[config.mk]
export PLATFORM = sky130hd
export DESIGN_NAME = gamepad_scan
export DESIGN_NICKNAME = d
export VERILOG_FILES = /design/src/rtl/gamepad_scan.sv
export SDC_FILE = /design/constraint.sdc
export NUM_CORES = 1
export LEC_CHECK = 0
export ABC_CLOCK_PERIOD_IN_PS = 2870
export CAP_MARGIN = 20
export CELL_PAD_IN_SITES_DETAIL_PLACEMENT = 1
export CELL_PAD_IN_SITES_GLOBAL_PLACEMENT = 2
export CORE_AREA = 2 2 126 128
export CTS_BUF_LIST = sky130_fd_sc_hd__clkbuf_16
export DETAILED_ROUTE_END_ITERATION = 10
export DIE_AREA = 0 0 128 130
export PLACE_DENSITY_LB_ADDON = 0.1
export SYNTH_ARGS = -nofsm -noshare
export SYNTH_HDL_FRONTEND = slang
export SYNTH_SLANG_ARGS = --single-unit
[constraint.sdc]
create_clock -name clk -period 2.87 [get_ports clk]
set_clock_uncertainty 0.15 [all_clocks]
set_input_delay 0.574 -clock clk [delete_from_list [all_inputs] [get_ports clk]]
set_output_delay 0.574 -clock clk [all_outputs]
set_load 0.02 [all_outputs]
[src/rtl/gamepad_scan.sv]
// rtl/gamepad_scan.sv - SNES-style serial gamepad scan engine
// Drives latch/clock/select to the pads and commits all button fields at once per frame.
module gamepad_scan #(
  parameter int DIV        = 150,
  parameter int SEL_WIDTH  = 1,
  parameter int DATA_WIDTH = 2,
  parameter int REG_WIDTH  = 12,
  localparam int SW = (SEL_WIDTH > 0) ? SEL_WIDTH : 1,
  localparam int N  = DATA_WIDTH << SEL_WIDTH,
  localparam int VL = N * REG_WIDTH - 1
) (
  input  logic                  clk,
  input  logic                  rst,
  output logic [SW-1:0]         gp_sel,
  input  logic [DATA_WIDTH-1:0] gp_data,
  output logic                  gp_latch,
  output logic                  gp_clk,
  output logic [VL:0]           gp_value,
  output logic                  gp_update,
  input  logic                  ctrl_run
);

  localparam int CW    = $clog2(DIV);
  localparam int KW    = (REG_WIDTH > 1) ? $clog2(REG_WIDTH) : 1;
  localparam int NBANK = 1 << SEL_WIDTH;
  localparam logic [SW-1:0] LAST_SEL = SW'(NBANK - 1);
  localparam logic [KW-1:0] LAST_K   = KW'(REG_WIDTH - 1);

  typedef enum logic [2:0] {IDLE, LATCH, SETTLE, LOW, HIGH} state_t;

  state_t                state;
  logic [CW-1:0]         count;
  logic                  tick;
  logic [KW-1:0]         k;
  logic                  phase;
  logic [DATA_WIDTH-1:0] sync_a;
  logic [DATA_WIDTH-1:0] sync_b;
  logic                  cap_en;
  logic [VL:0]           cap;

  assign tick   = (count == CW'(DIV - 1));
  assign cap_en = tick && (state == LOW);

  always_ff @(posedge clk) begin
    if (rst) begin
      count <= '0;
    end else if (tick) begin
      count <= '0;
    end else begin
      count <= count + CW'(1);
    end
  end

  // Idle pad lines read high (released), so the synchronizer resets to ones.
  always_ff @(posedge clk) begin
    if (rst) begin
      sync_a <= '1;
      sync_b <= '1;
    end else begin
      sync_a <= gp_data;
      sync_b <= sync_a;
    end
  end

  // Each pad field shifts in from the top so the first sample ends up in bit 0.
  for (genvar s = 0; s < NBANK; s++) begin : g_bank
    for (genvar d = 0; d < DATA_WIDTH; d++) begin : g_line
      logic [REG_WIDTH-1:0] field;
      always_ff @(posedge clk) begin
        if (rst) begin
          field <= '0;
        end else if (cap_en && (gp_sel == SW'(s))) begin
          field <= {~sync_b[d], field[REG_WIDTH-1:1]};
        end
      end
      assign cap[(s*DATA_WIDTH + d)*REG_WIDTH +: REG_WIDTH] = field;
    end
  end

  always_ff @(posedge clk) begin
    if (rst) begin
      state     <= IDLE;
      gp_sel    <= '0;
      k         <= '0;
      phase     <= 1'b0;
      gp_latch  <= 1'b0;
      gp_clk    <= 1'b1;
      gp_value  <= '0;
      gp_update <= 1'b0;
    end else begin
      gp_update <= 1'b0;
      if (tick) begin
        case (state)
          IDLE: begin
            if (ctrl_run) begin
              state    <= LATCH;
              gp_sel   <= '0;
              k        <= '0;
              phase    <= 1'b0;
              gp_latch <= 1'b1;
            end
          end
          LATCH: begin
            if (phase) begin
              phase    <= 1'b0;
              state    <= SETTLE;
              gp_latch <= 1'b0;
            end else begin
              phase <= 1'b1;
            end
          end
          SETTLE: begin
            state  <= LOW;
            gp_clk <= 1'b0;
          end
          LOW: begin
            state  <= HIGH;
            gp_clk <= 1'b1;
          end
          HIGH: begin
            if (k != LAST_K) begin
              k      <= k + KW'(1);
              state  <= LOW;
              gp_clk <= 1'b0;
            end else if (gp_sel != LAST_SEL) begin
              gp_sel   <= gp_sel + SW'(1);
              k        <= '0;
              state    <= LATCH;
              gp_latch <= 1'b1;
            end else begin
              gp_value  <= cap;
              gp_update <= 1'b1;
              state     <= IDLE;
            end
          end
          default: state <= IDLE;
        endcase
      end
    end
  end

endmodule

Yosys cells after proc, flatten, opt, wreduce, memory -nomap -nowiden:

Index checks and enable logic that the tools add are counted.

* register bits after elaboration: 120
* bits in latches: 0
* bits in writable memories: 0
* ROM bits: 0
* input bits: 5
* output and inout bits: 52
* memories kept: 0

* $add $sub $neg: 3
* multiply operators: 0
* divide/modulo/power cells: 0
* order comparisons: 0
* equality and inequality tests: 12
* shifts and indexed selects: 0
* muxes and demuxes: 23
* bitwise logic cells: 6
* reductions and logical operators: 17

Operators by type and width (number)
* 3-bit case mux with 5 select lines: 1
* 4-bit two-way mux: 3
* 4-bit AND reduction: 3
* 1-bit two-way mux: 11
* 2-bit inequality test (second input constant): 5
* 3-bit AND reduction: 3
* 8-bit by 1-bit adder with 8-bit output (second input constant): 1
* 8-bit == test (second input constant): 1
* 4-bit case mux with 2 select lines: 1
* 3-bit by 2-bit == test with 1-bit output (second input constant): 2
* 3-bit two-way mux: 2
* 1-bit NOT: 6
* 1-bit case mux with 3 select lines: 2
* 6-bit AND reduction: 1
* 3-bit nonzero test: 2
* 4-bit by 1-bit adder with 4-bit output (second input constant): 1
* 4-bit inequality test (second input constant): 1
* 1-bit case mux with 2 select lines: 2
* 2-bit nonzero test: 2
* 4-bit OR reduction: 1
* 3-bit by 1-bit == test with 1-bit output (second input constant): 1
* 3-bit == test (second input constant): 1
* 1-bit logical AND: 3
* 3-bit zero test: 1
* 4 further kinds: 4

Longest topological paths before layout:

Gate-level depths: netlist (run 1).

* word-level depth: 4
* mapped depth: 8
* mapped depth without buffers: 6

Least setup slack after synthesis (run 1):

No wires, ideal clock.

* path kind: register -> register
* from: register count[0]
* to: register g_bank[0].g_line[0].field[3]
* setup time: 132 ps
* arrival time: 1794 ps
* data required time: 2588 ps
* setup slack: 794 ps
* stages on the path, launching flop included: 7
* buffers on the path: 1
* period minus slack after synthesis: 2076 ps
* path through: dfxtp_1 > ha_1 > nand4_2 > or4_1 > clkbuf_1 > nand2_1 > a21oi_1

* cells in the longest elaborated chain, start to end: 3

RTL lines
* from (decl): RTL line 32 `logic [CW-1:0] count;`
* from (signal assigned): RTL line 50 `count <= count + CW'(1);`
* 8-bit == test: RTL line 41 `assign tick = (count == CW'(DIV - 1));`
* 1-bit logical AND: RTL line 42 `assign cap_en = tick && (state == LOW);`
* 1-bit logical AND: RTL line 72 `end else if (cap_en && (gp_sel == SW'(s))) begin`
* to (signal assigned): RTL line 73 `field <= {~sync_b[d], field[REG_WIDTH-1:1]};`
* to (decl): RTL line 68 `logic [REG_WIDTH-1:0] field;`

No other way between the ends.
A chain may end at the register's enable or synchronous reset.

Final worst setup path (run 1):

* from: register count[0]
* to: register gp_value[4]

* cells in the longest elaborated chain, start to end: 2

RTL lines
* 8-bit == test: RTL line 41
* 4-bit AND reduction (no line)
* to (signal assigned): RTL line 131 `gp_value <= cap;`
* to (decl): RTL line 18 `output logic [VL:0] gp_value,`

No other way between the ends.

==> impl_metrics.tcl, run 1 <==
set metrics [dict create \
    path_class "register to register" \
    post_cts.repair.setup_buffers 0 \
    cts_tree "built" \
    drt_wl_total_um 10700 \
    end_kind "register" \
    area_growth_pct 29.2 \
    post-synth-top-area-cell "dfxtp_1" \
    synthTopCellsByCount "120 x dfxtp_1, 91 x nand2_1, 60 x nor2_1, 50 x a21oi_1, 49 x mux2i_1" \
    max_slew_margin_pct 57.8 \
    num_vias 3505 \
    place_congestion 0.740 \
    crit_fanout 42 \
    rsz0062_at_grt "no" \
    cts-root-buf "clkbuf_16" \
    fmax_ghz 0.415 \
    die_area_mm2 0.0166 \
    peakVddDrop_mv 0.363 \
    n_antenna_cell 0 \
    die_width_um 128 \
    maxCapViolations 0 \
    n_fill_cell 1796 \
    layout-drive-gt1-share_pct 8.00 \
    routedWlPerCell_um 14.4 \
    synthArstFlopShare_pct 0 \
    grt_pass1_wl_um 18100 \
    nets 545 \
    grt_util_all_layers_pct 13.9 \
    numClockSinks 120 \
    worst_setup_path_start_kind "register" \
    period_minus_slack_ns 2.41 \
    h-tree-depth 4 \
    worstMarginPinSlew_ns 0.633 \
    clockBufferDepth 2 \
    ys_top_cells_by_area "dfxtp_1 54%, mux2i_1 11%, nand2_1 7.6%" \
    hold_viol_final 0 \
    antenna_found_initial 0 \
    die_y_um 130 \
    cts_resized 0 \
    drc 0 \
    required_ns 2.99 \
    synth_cell_type_count 40 \
    grt_max_degree 58 \
    arrival_ns 2.53 \
    finalCritPeriodShare_pct 83.9 \
    p_per_area_mw_per_mm2 655 \
    ctsHoldBuffers 0 \
    cts_made_buffers 17 \
    drt_iter0_drc 171 \
    synth_top_cell_area_share_pct 53.8 \
    synth_cells 484 \
    synth-seq-cells 120 \
    path_clk_slew_ns 0.05 \
    fin_setup_tns_ns 0 \
    grt-ovfl-total 0 \
    status "completed" \
    initial_core_util_pct 29.0 \
    seq_area_frac_synth_pct 53.8 \
    fin_util_pct 37.4 \
    setup_viol 0 \
    post-synth-top-count-cell "dfxtp_1" \
    syn_nets 492 \
    avgSynthCellArea_um2 9.23 \
    yosysWarnings 0 \
    grt_pass1_vias 3526 \
    io_pins 57 \
    hpwl_um 6730 \
    fp.coreArea_mm2 0.0154 \
    via_per_inst 4.72 \
    p_leak_nw 1.88 \
    ant_nets 0 \
    min_path_type "register to register" \
    portBuffers 56 \
    drt_first_pass_iters 4 \
    slew_violations 0 \
    rows 46 \
    synth-edff-count 0 \
    synth_flop_cell "dfxtp_1" \
    clk_latency_ns 0.41 \
    syn_area_mm2 0.00447 \
]
## where the power goes
group	total, W	internal (W)	switching, W
sequential	0.00168	0.00167	0.00000692
clock	0.00205	0.00133	0.000721
combinational	0.0000506	0.0000160	0.0000346
## per-layer routing
layer / up-vias / wire length (um) / track usage (%)
met3: 12 / 449 / 4.67
met5: - / 0 / 0
met2: 56 / 4930 / 22.3
met4: 0 / 150 / 5.24
met1: 1687 / 5160 / 17.5
li1: 1750 / - / -
## registers in the layout (all words and copies together), names as in the netlist, 2 cells and up
name,cells
g_bank.g_line.field,48
gp_value,48
count,8
k,4
state,3
sync_a,2
sync_b,2
## cell type report
cell class	instances	area [um^2]	area share, %
sequential	120	2400	41.6
multi-input combinational	329	1900	32.9
timing repair buffer	65	651	11.3
clock buffer	17	425	7.37
tap	192	240	4.16
clock inverter	15	141	2.45
inverter	4	15.0	0.260
## path summary, 6_finish.rpt
kind	from	slack (ns)	cells after the start	end
worst min register to register	sync_a[1]	0.26	1	sync_b[1]
worst max-delay path	count[0]	0.46	6	gp_value[4]
worst min-delay path	sync_a[1]	0.26	1	sync_b[1]
worst max register to register	count[0]	0.46	6	gp_value[4]
## layout by cell type (no fill, tap or decap), drive strengths merged, types with 5 or more instances in the layout
master | netlist | final
nand3 | 8 | 8
nor2 | 60 | 60
buf | 10 | 10
xor2 | 5 | 5
dfxtp | 120 | 120
clkbuf | 21 | 17
nor3 | 14 | 14
clkdlybuf4s50 | 0 | 55
a21oi | 50 | 50
a211oi | 7 | 7
mux2i | 49 | 49
nand2 | 91 | 91
clkinv | 0 | 10
inv | 4 | 5
## kinds of logic (layout without fill, tap and decap cells)
kind of cell / count (synthesis) / after routing / share of synthesized area, %
simple gates: 197 / 197 / 20.1
buf+inv: 35 / 101 / 3.75
flops: 120 / 120 / 53.8
xor+xnor: 6 / 6 / 1.18
mux: 49 / 49 / 11.0
fa+ha+maj: 3 / 3 / 0.840
compound gates: 74 / 74 / 9.44
## through the flow
stage	power (W)	cells	hold slack [ns]	setup slack [ns]	area (um^2)
after global placement	0.00177	710	0.245	0.405	5210
after CTS	0.00385	742	0.263	0.427	5770
after floorplan	0.00175	484	0.239	0.794	4470
after detailed placement	0.00177	710	0.250	0.360	5210
final	0.00378	742	0.262	0.463	5770
after global routing	0.00394	742	0.288	0.262	5770
## critical path, cell delays in order (launching register included)
cell	delay, ns
dfxtp_1	0.43
ha_1	0.23
nand4_2	0.33
nor4_4	0.44
buf_12	0.31
mux2i_1	0.23
nor2_1	0.06
(Power assumes the default switching activity.)
==> run 2: changes to the inputs <==
--- a/config.mk
+++ b/config.mk
@@ -5,7 +5,7 @@
 export SDC_FILE = /design/constraint.sdc
 export NUM_CORES = 1
 export LEC_CHECK = 0
-export ABC_CLOCK_PERIOD_IN_PS = 2870
+export ABC_CLOCK_PERIOD_IN_PS = 2320
 export CAP_MARGIN = 20
 export CELL_PAD_IN_SITES_DETAIL_PLACEMENT = 1
 export CELL_PAD_IN_SITES_GLOBAL_PLACEMENT = 2
==> constraint.sdc (replaced) <==
create_clock -name clk -period 2.32 [get_ports clk]
set_clock_uncertainty 0.15 [all_clocks]
set_input_delay 0.464 -clock clk [delete_from_list [all_inputs] [get_ports clk]]
set_output_delay 0.464 -clock clk [all_outputs]
set_load 0.02 [all_outputs]
==> impl_metrics.tcl, run 2 (synthesized netlist as in run 1, its figures left out) <==
set metrics [dict create \
    min_path_type "register to register" \
    end_kind "register" \
    reg_top3 "g_bank.g_line.field (48), gp_value (48), count (8)" \
    portBuffers 56 \
    stdcell_area_mm2 0.00596 \
    ctsHoldBuffers 0 \
    initial_core_util_pct 29.0 \
    final_cells 756 \
    maxCapViolations 0 \
    fin_setup_tns_ns 0 \
    cp_num_buf_inv 2 \
    grt_util_all_layers_pct 13.6 \
    numClockSinks 120 \
    num_vias 3578 \
    clockBufferDepth 2 \
    peakVddDrop_mv 0.487 \
    die_y_um 130 \
    p_per_area_mw_per_mm2 807 \
    via_per_inst 4.73 \
    worst_setup_path_start_kind "register" \
    antenna_found_initial 0 \
    path_clk_slew_ns 0.05 \
    fp.coreArea_mm2 0.0154 \
    die_width_um 128 \
    fmax_ghz 0.459 \
    n_fill_cell 1782 \
    crit_slowest_cell "or3b_2" \
    crit_fanout 19 \
    drt_iter0_drc 129 \
    setup_viol 0 \
    crit_path_max_incr_delay_ns 0.57 \
    period_minus_slack_ns 2.18 \
    area_growth_pct 33.4 \
    n_antenna_cell 0 \
    grt_pass1_wl_um 17700 \
    worstMarginPinSlew_ns 0.329 \
    drt_first_pass_iters 4 \
    nets 560 \
    cp_cell_sequence "or3b_2, nor4_4, buf_4, buf_6, mux2i_1, nor2_1" \
    clk_latency_ns 0.41 \
    hold_viol_final 0 \
    slew_violations 0 \
    path_class "register to register" \
    drc 0 \
    ant_nets 0 \
    h-tree-depth 4 \
    cts_made_buffers 17 \
    r2r_start "state[0]" \
    critical_path.top_delay_family "simple AND/OR/NAND/NOR gates" \
    status "completed" \
    drt_wl_total_um 10800 \
    min-delay-start "sync_a[1]" \
    layout-drive-gt1-share_pct 11.0 \
    fin_util_pct 38.6 \
    worstSetupStartpoint "state[0]" \
    grt-ovfl-total 0 \
    place_congestion 0.732 \
    io_pins 57 \
    grt_pass1_vias 3573 \
    rows 46 \
    final_common_cell "dfxtp_1" \
    p_leak_nw 2.00 \
    grt_max_degree 79 \
    place_area_mm2 0.00533 \
    max_slew_margin_pct 77.5 \
    required_ns 2.45 \
    place_inst 723 \
    rsz0062_at_grt "no" \
    layout_common_cells "120 x dfxtp_1, 91 x nand2_1, 60 x nor2_1" \
    cts_tree "built" \
    die_area_mm2 0.0166 \
    finalCritPeriodShare_pct 94.0 \
    routedWlPerCell_um 14.3 \
    hpwl_um 6610 \
    arrival_ns 2.31 \
    cts-root-buf "clkbuf_16" \
]
## run 2: cell types whose count changed in the layout (fill, tap and decap cells not counted), sizes merged
cell,previous run,this run
buf,10,24
clkinv,10,7
inv,5,7
bufinv,3,4
clkbuf,17,18
clkinvlp,1,0
## run 2: metal layers
metal,part of all wire [%],track usage (%),routed length (um)
met1,48,16.8,5220
met2,47,22.3,5110
met3,3.4,4.35,370
met4,1.2,5.04,129
met5,0,0,0
## run 2: cell type report
cell class	instances	area, um^2	share of cell area, %
clock buffers	17	425	7.14
repair buffers	80	797	13.4
inverters	4	15.0	0.252
multi-input cells	329	1910	32.1
clock inverters	14	166	2.79
well taps	192	240	4.03
flip-flops and latches	120	2400	40.3
## run 2: timing repair
| action | in CTS | in global routing |
|---|---|---|
| buffers inserted | 0 | 1 |
| resized for setup | 0 | 3 |
| endpoints found under the setup margin | 0 | 52 |
## run 2: path summary, 6_finish.rpt
path | to | slack (ns) | cells after the start
setup / recovery | gp_value[8] | 0.14 | 6
hold reg to reg | sync_b[1] | 0.26 | 1
setup reg to reg | gp_value[8] | 0.14 | 6
hold / removal | sync_b[1] | 0.26 | 1
## run 2: power by group
part | leakage (nW) | total, W | internal [W] | switching (W)
Clock | 0.303 | 0.00266 | 0.00176 | 0.000898
Combinational | 0.732 | 0.0000741 | 0.0000255 | 0.0000486
Sequential | 0.968 | 0.00208 | 0.00207 | 0.00000585
## run 2: per-stage QoR
step | hold WS [ns] | setup slack [ns] | power, W
after CTS | 0.261 | 0.00294 | 0.00489
after detailed placement | 0.250 | 0.0350 | 0.00219
final | 0.259 | 0.139 | 0.00481
after floorplan | 0.239 | 0.244 | 0.00216
after global routing | 0.262 | 0.00781 | 0.00498
after global placement | 0.243 | 0.0770 | 0.00219
==> run 3: changes to the inputs <==
--- a/config.mk
+++ b/config.mk
@@ -5,7 +5,7 @@
 export SDC_FILE = /design/constraint.sdc
 export NUM_CORES = 1
 export LEC_CHECK = 0
-export ABC_CLOCK_PERIOD_IN_PS = 2320
+export ABC_CLOCK_PERIOD_IN_PS = 2700
 export CAP_MARGIN = 20
 export CELL_PAD_IN_SITES_DETAIL_PLACEMENT = 1
 export CELL_PAD_IN_SITES_GLOBAL_PLACEMENT = 2
@@ -13,6 +13,7 @@
 export CTS_BUF_LIST = sky130_fd_sc_hd__clkbuf_16
 export DETAILED_ROUTE_END_ITERATION = 10
 export DIE_AREA = 0 0 128 130
+export DONT_BUFFER_PORTS = 1
 export PLACE_DENSITY_LB_ADDON = 0.1
 export SYNTH_ARGS = -nofsm -noshare
 export SYNTH_HDL_FRONTEND = slang
==> constraint.sdc (replaced) <==
create_clock -name clk -period 2.7 [get_ports clk]
set_clock_uncertainty 0.15 [all_clocks]
set_input_delay 0.54 -clock clk [delete_from_list [all_inputs] [get_ports clk]]
set_output_delay 0.54 -clock clk [all_outputs]
set_load 0.02 [all_outputs]
==> impl_metrics.tcl, run 3 (synthesized netlist as in run 1, its figures left out) <==
set metrics [dict create \
    status "completed" \
    min_path_type "primary input to register" \
    reg2regPathDepth 6 \
    fin_setup_tns_ns 0 \
    hold-worst-slack_ns 0.0465 \
    path_class "register to register" \
    cts_tree "built" \
    die_y_um 130 \
    h-tree-depth 4 \
    finalCritPeriodShare_pct 85.3 \
    cts_made_buffers 17 \
    layout_common_cells "120 x dfxtp_1, 91 x nand2_1, 60 x nor2_1" \
    max_slew_margin_pct 55.1 \
    n_antenna_cell 0 \
    grt_pass1_vias 3331 \
    path_clk_slew_ns 0.06 \
    worst_setup_path_start_kind "register" \
    peakVddDrop_mv 0.398 \
    grt_max_degree 121 \
    place_inst 656 \
    clk_latency_ns 0.41 \
    slew_violations 0 \
    grt-ovfl-total 0 \
    nets 491 \
    final_common_cell "dfxtp_1" \
    area_growth_pct 17.2 \
    dp_worst_setup_slack_ns 0.363 \
    end_kind "register" \
    antenna_found_initial 0 \
    final_cells 688 \
    cts_resized 0 \
    maxCapViolations 0 \
    drt_wl_total_um 10600 \
    post_cts.repair.setup_buffers 0 \
    io_pins 57 \
    setup_viol 0 \
    required_ns 2.86 \
    rows 46 \
    portBuffers 0 \
    clockBufferDepth 2 \
    p_leak_nw 1.73 \
    fp.coreArea_mm2 0.0154 \
    ctsHoldBuffers 0 \
    place_area_mm2 0.00466 \
    drt_first_pass_iters 4 \
    p_per_area_mw_per_mm2 765 \
    hpwl_um 6430 \
    worstMarginPinSlew_ns 0.670 \
    reg_top3 "g_bank.g_line.field (48), gp_value (48), count (8)" \
    routedWlPerCell_um 15.4 \
    grt_util_all_layers_pct 13.8 \
    crit_fanout 31 \
    rsz0062_at_grt "no" \
    layout-drive-gt1-share_pct 9.68 \
    period_minus_slack_ns 2.30 \
    die_area_mm2 0.0166 \
    drc 0 \
    setup_ws_ns 0.396 \
    ant_nets 0 \
    drt_iter0_drc 140 \
    die_width_um 128 \
    fmax_ghz 0.434 \
    numClockSinks 120 \
    cts-root-buf "clkbuf_16" \
    arrival_ns 2.46 \
    hold_viol_final 0 \
    stdcell_area_mm2 0.00524 \
    via_per_inst 4.75 \
    place_congestion 0.775 \
    initial_core_util_pct 29.0 \
    num_vias 3270 \
    hold_depth 1 \
    grt_pass1_wl_um 17700 \
]
==> run 3: cell type report <==
cell class	instances	area, um^2
clock buffers	17	425
clock inverters	15	146
well taps	192	240
multi-input cells	329	1900
inverters	4	15.0
fillers	1771	10200
flip-flops and latches	120	2400
repair buffers	11	108
==> run 3: worst max-delay path, stage by stage, from the launching register on <==
cell and delay [ns]:
dfxtp_1 0.42, ha_1 0.21, nand4_2 0.31, nor4_4 0.51
buf_12 0.30, mux2i_1 0.23, nor2_1 0.05
==> run 3: metrics by stage <==
| stage | power [W] | utilization [%] |
|---|---|---|
| 2_1_floorplan | 0.00186 | - |
| 3_3_place_gp | 0.00184 | 30.2 |
| 3_5_place_dp | 0.00184 | 30.2 |
| 4_1_cts | 0.00408 | 33.9 |
| 5_1_grt | 0.00418 | 33.9 |
| 6_report | 0.00400 | 33.9 |
==> run 3: routing by layer <==
layer / global-route usage (%) / vias up / wire length (um)
met5: 0 / - / 0
met1: 17.8 / 1562 / 5210
li1: - / 1650 / -
met3: 5.78 / 9 / 567
met4: 5.62 / 0 / 120
met2: 20.3 / 49 / 4660
==> run 3: final timing paths <==
check	to	start	slack (ns)
setup / recovery	gp_value[10]	count[0]	0.40
hold / removal	g_bank[1].g_line[0].field[4]	rst	0.05
hold reg to reg	sync_b[0]	sync_a[0]	0.26
setup reg to reg	gp_value[10]	count[0]	0.40
==> run 3: power by group <==
| group | internal (W) | leakage [nW] | total, W | switching (W) |
|---|---|---|---|---|
| Sequential | 0.00178 | 0.968 | 0.00179 | 0.00000693 |
| Combinational | 0.00000869 | 0.455 | 0.0000161 | 0.00000741 |
| Clock | 0.00142 | 0.304 | 0.00220 | 0.000781 |
| Total | 0.00321 | 1.73 | 0.00400 | 0.000795 |
